`src/rtl/ysyx_25060170_seq_ctrl_if.sv`:
```
// ysyx_25060170_seq_ctrl_if: fetch/memory handshake and status bundle of the sequencing controller
interface ysyx_25060170_seq_ctrl_if;
  logic        ifu_req_o;
  logic        ifu_ready_i;
  logic        ifu_rvalid_i;
  logic        inst_we_o;
  logic        is_load_i;
  logic        is_store_i;
  logic        is_ebreak_i;
  logic        lsu_req_o;
  logic        lsu_ready_i;
  logic        lsu_rvalid_i;
  logic        gpr_we_o;
  logic        pc_we_o;
  logic        halt_o;
  logic        timeout_o;
  logic [2:0]  state_o;
  logic [31:0] inst_cnt_o;
  modport master (
    output ifu_req_o, inst_we_o, lsu_req_o, gpr_we_o, pc_we_o, halt_o, timeout_o, state_o, inst_cnt_o,
    input  ifu_ready_i, ifu_rvalid_i, is_load_i, is_store_i, is_ebreak_i, lsu_ready_i, lsu_rvalid_i
  );
  modport slave (
    input  ifu_req_o, inst_we_o, lsu_req_o, gpr_we_o, pc_we_o, halt_o, timeout_o, state_o, inst_cnt_o,
    output ifu_ready_i, ifu_rvalid_i, is_load_i, is_store_i, is_ebreak_i, lsu_ready_i, lsu_rvalid_i
  );
endinterface

```
`src/rtl/ysyx_25060170_seq_ctrl.sv`:
```
// ysyx_25060170_seq_ctrl: multi-cycle fetch/exec/mem/writeback sequencer with wait timeout and halt
module ysyx_25060170_seq_ctrl #(
  parameter int TIMEOUT_CYCLES = 256
) (
  input logic clk,
  input logic rst,
  ysyx_25060170_seq_ctrl_if.master bus
);
  localparam logic [2:0] IDLE     = 3'd0;
  localparam logic [2:0] IF_REQ   = 3'd1;
  localparam logic [2:0] IF_WAIT  = 3'd2;
  localparam logic [2:0] EXEC     = 3'd3;
  localparam logic [2:0] MEM_REQ  = 3'd4;
  localparam logic [2:0] MEM_WAIT = 3'd5;
  localparam logic [2:0] WB       = 3'd6;
  localparam logic [2:0] HALT     = 3'd7;
  localparam int WW = $clog2(TIMEOUT_CYCLES) + 1;
  logic [2:0]    state, state_n;
  logic [WW-1:0] wait_cnt;
  logic [31:0]   inst_cnt;
  logic          store_q, timeout_q, wait_st, exit_c, expire;
  // exit condition of the current wait state and timeout detection
  always_comb begin
    wait_st = state == IF_REQ || state == IF_WAIT || state == MEM_REQ || state == MEM_WAIT;
    exit_c  = state == IF_REQ  ? bus.ifu_ready_i :
              state == IF_WAIT ? bus.ifu_rvalid_i :
              state == MEM_REQ ? bus.lsu_ready_i : bus.lsu_rvalid_i;
    expire  = wait_st && !exit_c && wait_cnt == WW'(TIMEOUT_CYCLES - 1);
  end
  // next-state selection; a timeout overrides a stalled wait state
  always_comb begin
    state_n = state;
    case (state)
      IDLE:     state_n = IF_REQ;
      IF_REQ:   state_n = bus.ifu_ready_i ? IF_WAIT : IF_REQ;
      IF_WAIT:  state_n = bus.ifu_rvalid_i ? EXEC : IF_WAIT;
      EXEC:     state_n = bus.is_ebreak_i ? HALT : (bus.is_load_i || bus.is_store_i) ? MEM_REQ : WB;
      MEM_REQ:  state_n = bus.lsu_ready_i ? MEM_WAIT : MEM_REQ;
      MEM_WAIT: state_n = bus.lsu_rvalid_i ? WB : MEM_WAIT;
      WB:       state_n = IF_REQ;
      default:  state_n = HALT;
    endcase
    if (expire) state_n = HALT;
  end
  // state, wait counter, store flag, sticky timeout and retired count
  always_ff @(posedge clk or posedge rst) begin
    if (rst) begin
      state     <= IDLE;
      wait_cnt  <= '0;
      store_q   <= 1'b0;
      timeout_q <= 1'b0;
      inst_cnt  <= '0;
    end else begin
      state    <= state_n;
      wait_cnt <= state_n != state ? '0 : wait_st ? wait_cnt + 1'b1 : wait_cnt;
      if (state == EXEC) store_q <= bus.is_store_i && !bus.is_load_i;
      if (expire) timeout_q <= 1'b1;
      if (state == WB) inst_cnt <= inst_cnt + 32'd1;
    end
  end
  assign bus.ifu_req_o  = state == IF_REQ;
  assign bus.inst_we_o  = state == IF_WAIT && bus.ifu_rvalid_i;
  assign bus.lsu_req_o  = state == MEM_REQ;
  assign bus.pc_we_o    = state == WB;
  assign bus.gpr_we_o   = state == WB && !store_q;
  assign bus.halt_o     = state == HALT;
  assign bus.timeout_o  = timeout_q;
  assign bus.state_o    = state;
  assign bus.inst_cnt_o = inst_cnt;
endmodule

```
`src/flat_wrapper.sv`:
```
// flat-port wrapper written by rule: the top's interface ports become plain ports
module ysyx_25060170_seq_ctrl_flat 
#(
  parameter int TIMEOUT_CYCLES = 256
)
  (clk, rst, bus_ifu_req_o, bus_inst_we_o, bus_lsu_req_o, bus_gpr_we_o, bus_pc_we_o, bus_halt_o, bus_timeout_o, bus_state_o, bus_inst_cnt_o, bus_ifu_ready_i, bus_ifu_rvalid_i, bus_is_load_i, bus_is_store_i, bus_is_ebreak_i, bus_lsu_ready_i, bus_lsu_rvalid_i);
  ysyx_25060170_seq_ctrl_if bus_i ();
  input logic clk;
  input logic rst;
  output wire logic [$bits(bus_i.ifu_req_o)-1:0] bus_ifu_req_o;
  output wire logic [$bits(bus_i.inst_we_o)-1:0] bus_inst_we_o;
  output wire logic [$bits(bus_i.lsu_req_o)-1:0] bus_lsu_req_o;
  output wire logic [$bits(bus_i.gpr_we_o)-1:0] bus_gpr_we_o;
  output wire logic [$bits(bus_i.pc_we_o)-1:0] bus_pc_we_o;
  output wire logic [$bits(bus_i.halt_o)-1:0] bus_halt_o;
  output wire logic [$bits(bus_i.timeout_o)-1:0] bus_timeout_o;
  output wire logic [$bits(bus_i.state_o)-1:0] bus_state_o;
  output wire logic [$bits(bus_i.inst_cnt_o)-1:0] bus_inst_cnt_o;
  input wire logic [$bits(bus_i.ifu_ready_i)-1:0] bus_ifu_ready_i;
  input wire logic [$bits(bus_i.ifu_rvalid_i)-1:0] bus_ifu_rvalid_i;
  input wire logic [$bits(bus_i.is_load_i)-1:0] bus_is_load_i;
  input wire logic [$bits(bus_i.is_store_i)-1:0] bus_is_store_i;
  input wire logic [$bits(bus_i.is_ebreak_i)-1:0] bus_is_ebreak_i;
  input wire logic [$bits(bus_i.lsu_ready_i)-1:0] bus_lsu_ready_i;
  input wire logic [$bits(bus_i.lsu_rvalid_i)-1:0] bus_lsu_rvalid_i;
  assign bus_ifu_req_o = bus_i.ifu_req_o;
  assign bus_inst_we_o = bus_i.inst_we_o;
  assign bus_lsu_req_o = bus_i.lsu_req_o;
  assign bus_gpr_we_o = bus_i.gpr_we_o;
  assign bus_pc_we_o = bus_i.pc_we_o;
  assign bus_halt_o = bus_i.halt_o;
  assign bus_timeout_o = bus_i.timeout_o;
  assign bus_state_o = bus_i.state_o;
  assign bus_inst_cnt_o = bus_i.inst_cnt_o;
  assign bus_i.ifu_ready_i = bus_ifu_ready_i;
  assign bus_i.ifu_rvalid_i = bus_ifu_rvalid_i;
  assign bus_i.is_load_i = bus_is_load_i;
  assign bus_i.is_store_i = bus_is_store_i;
  assign bus_i.is_ebreak_i = bus_is_ebreak_i;
  assign bus_i.lsu_ready_i = bus_lsu_ready_i;
  assign bus_i.lsu_rvalid_i = bus_lsu_rvalid_i;
  ysyx_25060170_seq_ctrl #(.TIMEOUT_CYCLES(TIMEOUT_CYCLES)) u_core (.clk(clk), .rst(rst), .bus(bus_i));
endmodule
```
`config.mk`:
```
export PLATFORM = sky130hd
export DESIGN_NAME = ysyx_25060170_seq_ctrl_flat
export DESIGN_NICKNAME = d
export VERILOG_FILES = /design/src/rtl/ysyx_25060170_seq_ctrl_if.sv /design/src/rtl/ysyx_25060170_seq_ctrl.sv /design/src/flat_wrapper.sv
export SDC_FILE = /design/constraint.sdc
export NUM_CORES = 1
export LEC_CHECK = 0
export ABC_AREA = 1
export BUFFER_PORTS_ARGS = -buffer_cell sky130_fd_sc_hd__buf_2
export CORE_MARGIN = 2
export CORE_UTILIZATION = 59
export CTS_CLUSTER_DIAMETER = 50
export DETAILED_ROUTE_END_ITERATION = 12
export PLACE_DENSITY = 0.83
export SYNTH_ARGS = -nofsm -noshare
export SYNTH_HDL_FRONTEND = slang
export SYNTH_SLANG_ARGS = --single-unit
```
`constraint.sdc`:
```
create_clock -name clk -period 2.8 [get_ports clk]
set_clock_uncertainty 0.2 [all_clocks]
set_input_delay 0.56 -clock clk [delete_from_list [all_inputs] [get_ports clk]]
set_output_delay 0.56 -clock clk [all_outputs]
set_load 0.05 [all_outputs]
```
# Word level (Yosys, flattened, before mapping)
# Cells that the tools add are included.
# word_totals
output_inout_bits,42
mem_bits_ro,0
latchBits,0
n_memories,0
elab_cells,44
mem_bits_rw,0
inputBits,9
regBits,46
# classes
magnitude_cmp,0
reduce_logical,15
n_bitwise,0
n_shift,0
muxes,13
add_sub_neg,2
eq_ne,9
n_mul,0
n_div,0
# op_table
operator,count
32-bit by 1-bit adder with 32-bit output (second input constant),1
9-bit 2-to-1 mux,2
3-bit one-hot mux with 6 select lines,1
3-bit equality test (second input constant),4
9-bit by 1-bit adder with 9-bit output (second input constant),1
9-bit by 8-bit equality test with 1-bit output (second input constant),1
3-bit by 2-bit equality test with 1-bit output (second input constant),2
2-bit 2-to-1 mux,3
3-bit 2-to-1 mux,2
1-bit logical AND,5
1-bit 2-to-1 mux,5
1-bit logical OR,4
3-bit by 1-bit equality test with 1-bit output (second input constant),1
1-bit logical NOT,3
3-bit logical NOT,1
3-bit != test,1
2-bit nonzero test,1
2-bit OR reduction,1

# Longest topological paths before layout
# logic_depth
ltp_word,10
depth_mapped,14
ltp_nobuf,14

# Worst setup path after synthesis
# No wires, ideal clock.
# synth_timing
path_kind,register to register
from,register u_core.state[0] (netlist: u_core.bus.state_o[0])
to,register u_core.wait_cnt[0]
synth_period_minus_slack_ps,2889
arrival_ps,2619
setup_time_ps,70
path_stages_with_launch,11
required_time_ps,2530
setup_slack_ps,-89
path_cell_list,dfrtp_1 inv_2 nor3_1 nand2_1 nand2_1 nor3_1 nand2_1 nand2_1 nand2_2 nand2_4 nor2_2
# synth_lines
item,line,text
"start, declared",ysyx_25060170_seq_ctrl.sv:18,"logic [2:0] state, state_n;"
"start signal, assigned",ysyx_25060170_seq_ctrl.sv:54,state <= state_n;
3-bit by 1-bit equality test with 1-bit output *,-,
named net bus_ifu_req_o,flat_wrapper.sv:10,output wire logic [$bits(bus_i.ifu_req_o)-1:0] bus_ifu_req_o;
1-bit logical OR (3 in series),ysyx_25060170_seq_ctrl.sv:24,wait_st = state == IF_REQ || state == IF_WAIT || state == MEM_REQ || state == MEM_WAIT;
1-bit logical AND (2 in series),ysyx_25060170_seq_ctrl.sv:28,expire = wait_st && !exit_c && wait_cnt == WW'(TIMEOUT_CYCLES - 1);
3-bit 2-to-1 mux *,ysyx_25060170_seq_ctrl.sv:43,if (expire) state_n = HALT;
named net u_core.state_n[0],ysyx_25060170_seq_ctrl.sv:18,
3-bit != test *,ysyx_25060170_seq_ctrl.sv:55,wait_cnt <= state_n != state ? '0 : wait_st ? wait_cnt + 1'b1 : wait_cnt;
9-bit 2-to-1 mux / 2-bit nonzero test (equally long branches),-,
"end signal, assigned",ysyx_25060170_seq_ctrl.sv:55,
"end, declared",ysyx_25060170_seq_ctrl.sv:19,logic [WW-1:0] wait_cnt;
# Mark *: on every way through the listed nets, which the timed path passes. The rest lies on a longest branch.
# A chain may end at the register's enable or synchronous reset.

# Worst setup path in the final report
# layout_timing
from,register u_core.state[0] (netlist: u_core.bus.state_o[0])
to,output port bus_pc_we_o
# layout_via
elab_chain_len,1
# layout_lines
item,line,text
3-bit equality test,ysyx_25060170_seq_ctrl.sv:64,assign bus.pc_we_o = state == WB;
"end, declared",flat_wrapper.sv:14,output wire logic [$bits(bus_i.pc_we_o)-1:0] bus_pc_we_o;
# No other way between the ends.

==> reports/metrics.yaml <==
drtIter0Drc: 104
synth.distinct_cells: 31
maxCapViolations: 0
ys_seq_area_frac: 0.435
setup_viol: 0
grt_busiest_layer: "met2"
rows: 24
ant_nets: 0
worstPathMaxFanout: 11
routed_wl_um: 5580
grt_pass1_wl_um: 9320
fin_crit_sh: 0.868
holdWs_ns: 0.181
start_util: 0.611
tns_ns: 0
grt_max_degree: 47
drive_gt1_frac: 0.276
use_met1: 0.310
power_leakage_nw: 1.53
wl_per_cell_um: 13.3
track_usage: 0.233
place_congestion: 0.897
ctsHtreeMaxLevel: 2
die_area_um2: 5030
diodes: 0
synth_seq_cells: 46
grt_util_met2: 0.383
die_w_um: 70.9
cts_root_buf: "clkbuf_8"
firstDrtPassIters: 4
grt_pass1_vias: 2036
drcViolationCount: 0
netlist.area_leader.share: 0.435
power_density_nw_per_um2: 754
startpoint_type: "register"
cts_max_path_buffers: 2
place_hpwl_um: 4100
max_freq_ghz: 0.412
syn2layout_area_growth_pct: 15.8
clk_pin_slew_ns: 0.08
period_minus_slack_ns: 2.43
ios: 51
synthesis.area_um2: 2640
cts_tree: "yes"
antenna_found_initial: 0
fin_nets: 380
max_slew.worst_pin.slew_ns: 0.561
synth_top_cell_by_area: "dfrtp_1"
syn_area_per_cell_um2: 8.47
yosys_warnings: 0
synthCells: 312
cts_resized: 0
numCtsBuffers: 5
grt_use_met3: 0.0456
maxSlewHeadroom: 0.626
grt_overflow: 0
clock_sinks: 46
ctsHoldBuffers: 0
status: "complete, no violations"
synthTopCellsByArea: "dfrtp_1 44%, nand2_1 10%, xnor2_1 6.6%"
clk_latency_ns: 0.31
die_y_um: 70.9
hold_class: "in -> async"
dr_total_vias: 2194
worst-setup-path-type: "reg -> out"
cts_setup_buffers: 0
cp.required_ns: 2.04
arrival_ns: 1.67
port_buffers: 50
rsz0062_at_grt: "false"
synth_fp_nets: 324
nFillCells: 356
endpoint_kind: "output port"
coreArea_um2: 4320
via_per_inst: 5.21
peakVddDrop_uv: 460
hold_viol_final: 0
drv_slew: 0
[per-stage QoR]
stage / std cells / worst slack [ns] / total power, mW / instance area [µm²] / util
after floorplan: 312 / 0.166 / 1.64 / 2650 / -
after global placement: 413 / 0.746 / 1.80 / 2960 / 0.683
after detailed placement: 413 / 0.712 / 1.82 / 2960 / 0.683
after CTS: 421 / 0.370 / 2.33 / 3060 / 0.708
after global routing: 421 / 0.282 / 2.42 / 3060 / 0.708
final: 421 / 0.371 / 2.31 / 3060 / 0.708
[layer usage]
metal,vias to the layer above,share of wire
met1,1023,0.44
met4,0,0.017
met5,-,0
li1,1101,-
met3,9,0.048
met2,61,0.49
[logic make-up after synthesis]
group | after synthesis | share of synthesized area
AND/OR/NAND/NOR | 181 | 0.352
flip-flops | 46 | 0.435
XOR/XNOR | 38 | 0.126
buffers and inverters | 37 | 0.0582
AO/OA/AOI/OAI | 7 | 0.0147
adder cells (fa/ha/maj) | 3 | 0.0142
[layout make-up]
cell class | count | area [µm²] | area share
multi-input cells | 229 | 1340 | 0.439
well taps | 52 | 65.1 | 0.0213
flip-flops and latches | 46 | 1150 | 0.376
repair buffers | 52 | 265 | 0.0866
inverters | 34 | 130 | 0.0425
clock inverters | 1 | 30.0 | 0.00981
clock buffers | 7 | 76.3 | 0.0249
[critical path, cell delays in order, from the launching register on]
cell and delay, ns:
dfrtp_1 0.48, inv_2 0.16, nand3_1 0.09, buf_4 0.21, inv_2 0.14, buf_2 0.29
[sequential cells by signal, indices dropped and copies added (netlist names)]
signal	count
u_core.bus.timeout_o	1
u_core.wait_cnt	9
u_core.bus.inst_cnt_o	32
u_core.store_q	1
u_core.bus.state_o	3
[cell usage after synthesis (all sizes together)]
library cell / n
o21ai: 4
nand2: 79
xnor2: 20
nor4: 1
buf: 3
nor2: 51
nand4: 14
inv: 34
a21oi: 3
nand3b: 2
nand3: 20
dfrtp: 46
xor2: 18
nor3: 12
or2: 1
ha: 3
and2: 1
[worst paths after layout]
check	start	endpoint	slack, ns	cells after the start
worst max-delay path	u_core.bus.state_o[0]	bus_pc_we_o	0.37	5
worst min-delay path	rst	u_core.bus.inst_cnt_o[27]	0.18	3
worst max register to register	u_core.bus.state_o[2]	u_core.wait_cnt[8]	0.62	9
worst min register to register	u_core.bus.timeout_o	u_core.bus.timeout_o	0.28	2
max in group asynchronous	rst	u_core.bus.inst_cnt_o[2]	1.84	3
min in group clk	u_core.bus.timeout_o	u_core.bus.timeout_o	0.28	2
[report_power, final]
group | internal, mW | switching (mW)
clock network | 0.267 | 0.229
logic | 0.250 | 0.731
registers | 0.727 | 0.104
[cell usage in the layout, fill, tap and decap left out, types with 2 or more instances in the layout]
cell	n
xor2_1	18
nand2_2	3
nand3b_1	2
nand3_1	17
a21oi_1	3
nor2_2	16
nand4_2	3
nor3_2	6
clkbuf_1	2
nor2_4	3
nand2_1	73
nand3_2	2
nand2_4	3
inv_2	3
inv_1	29
xnor2_1	20
dfrtp_1	46
buf_2	50
nand4_1	11
ha_1	3
clkbuf_8	5
nor2_1	32
buf_4	2
nor3_1	6
o21ai_0	2
No activity file was read; power rests on OpenSTA's default activity.
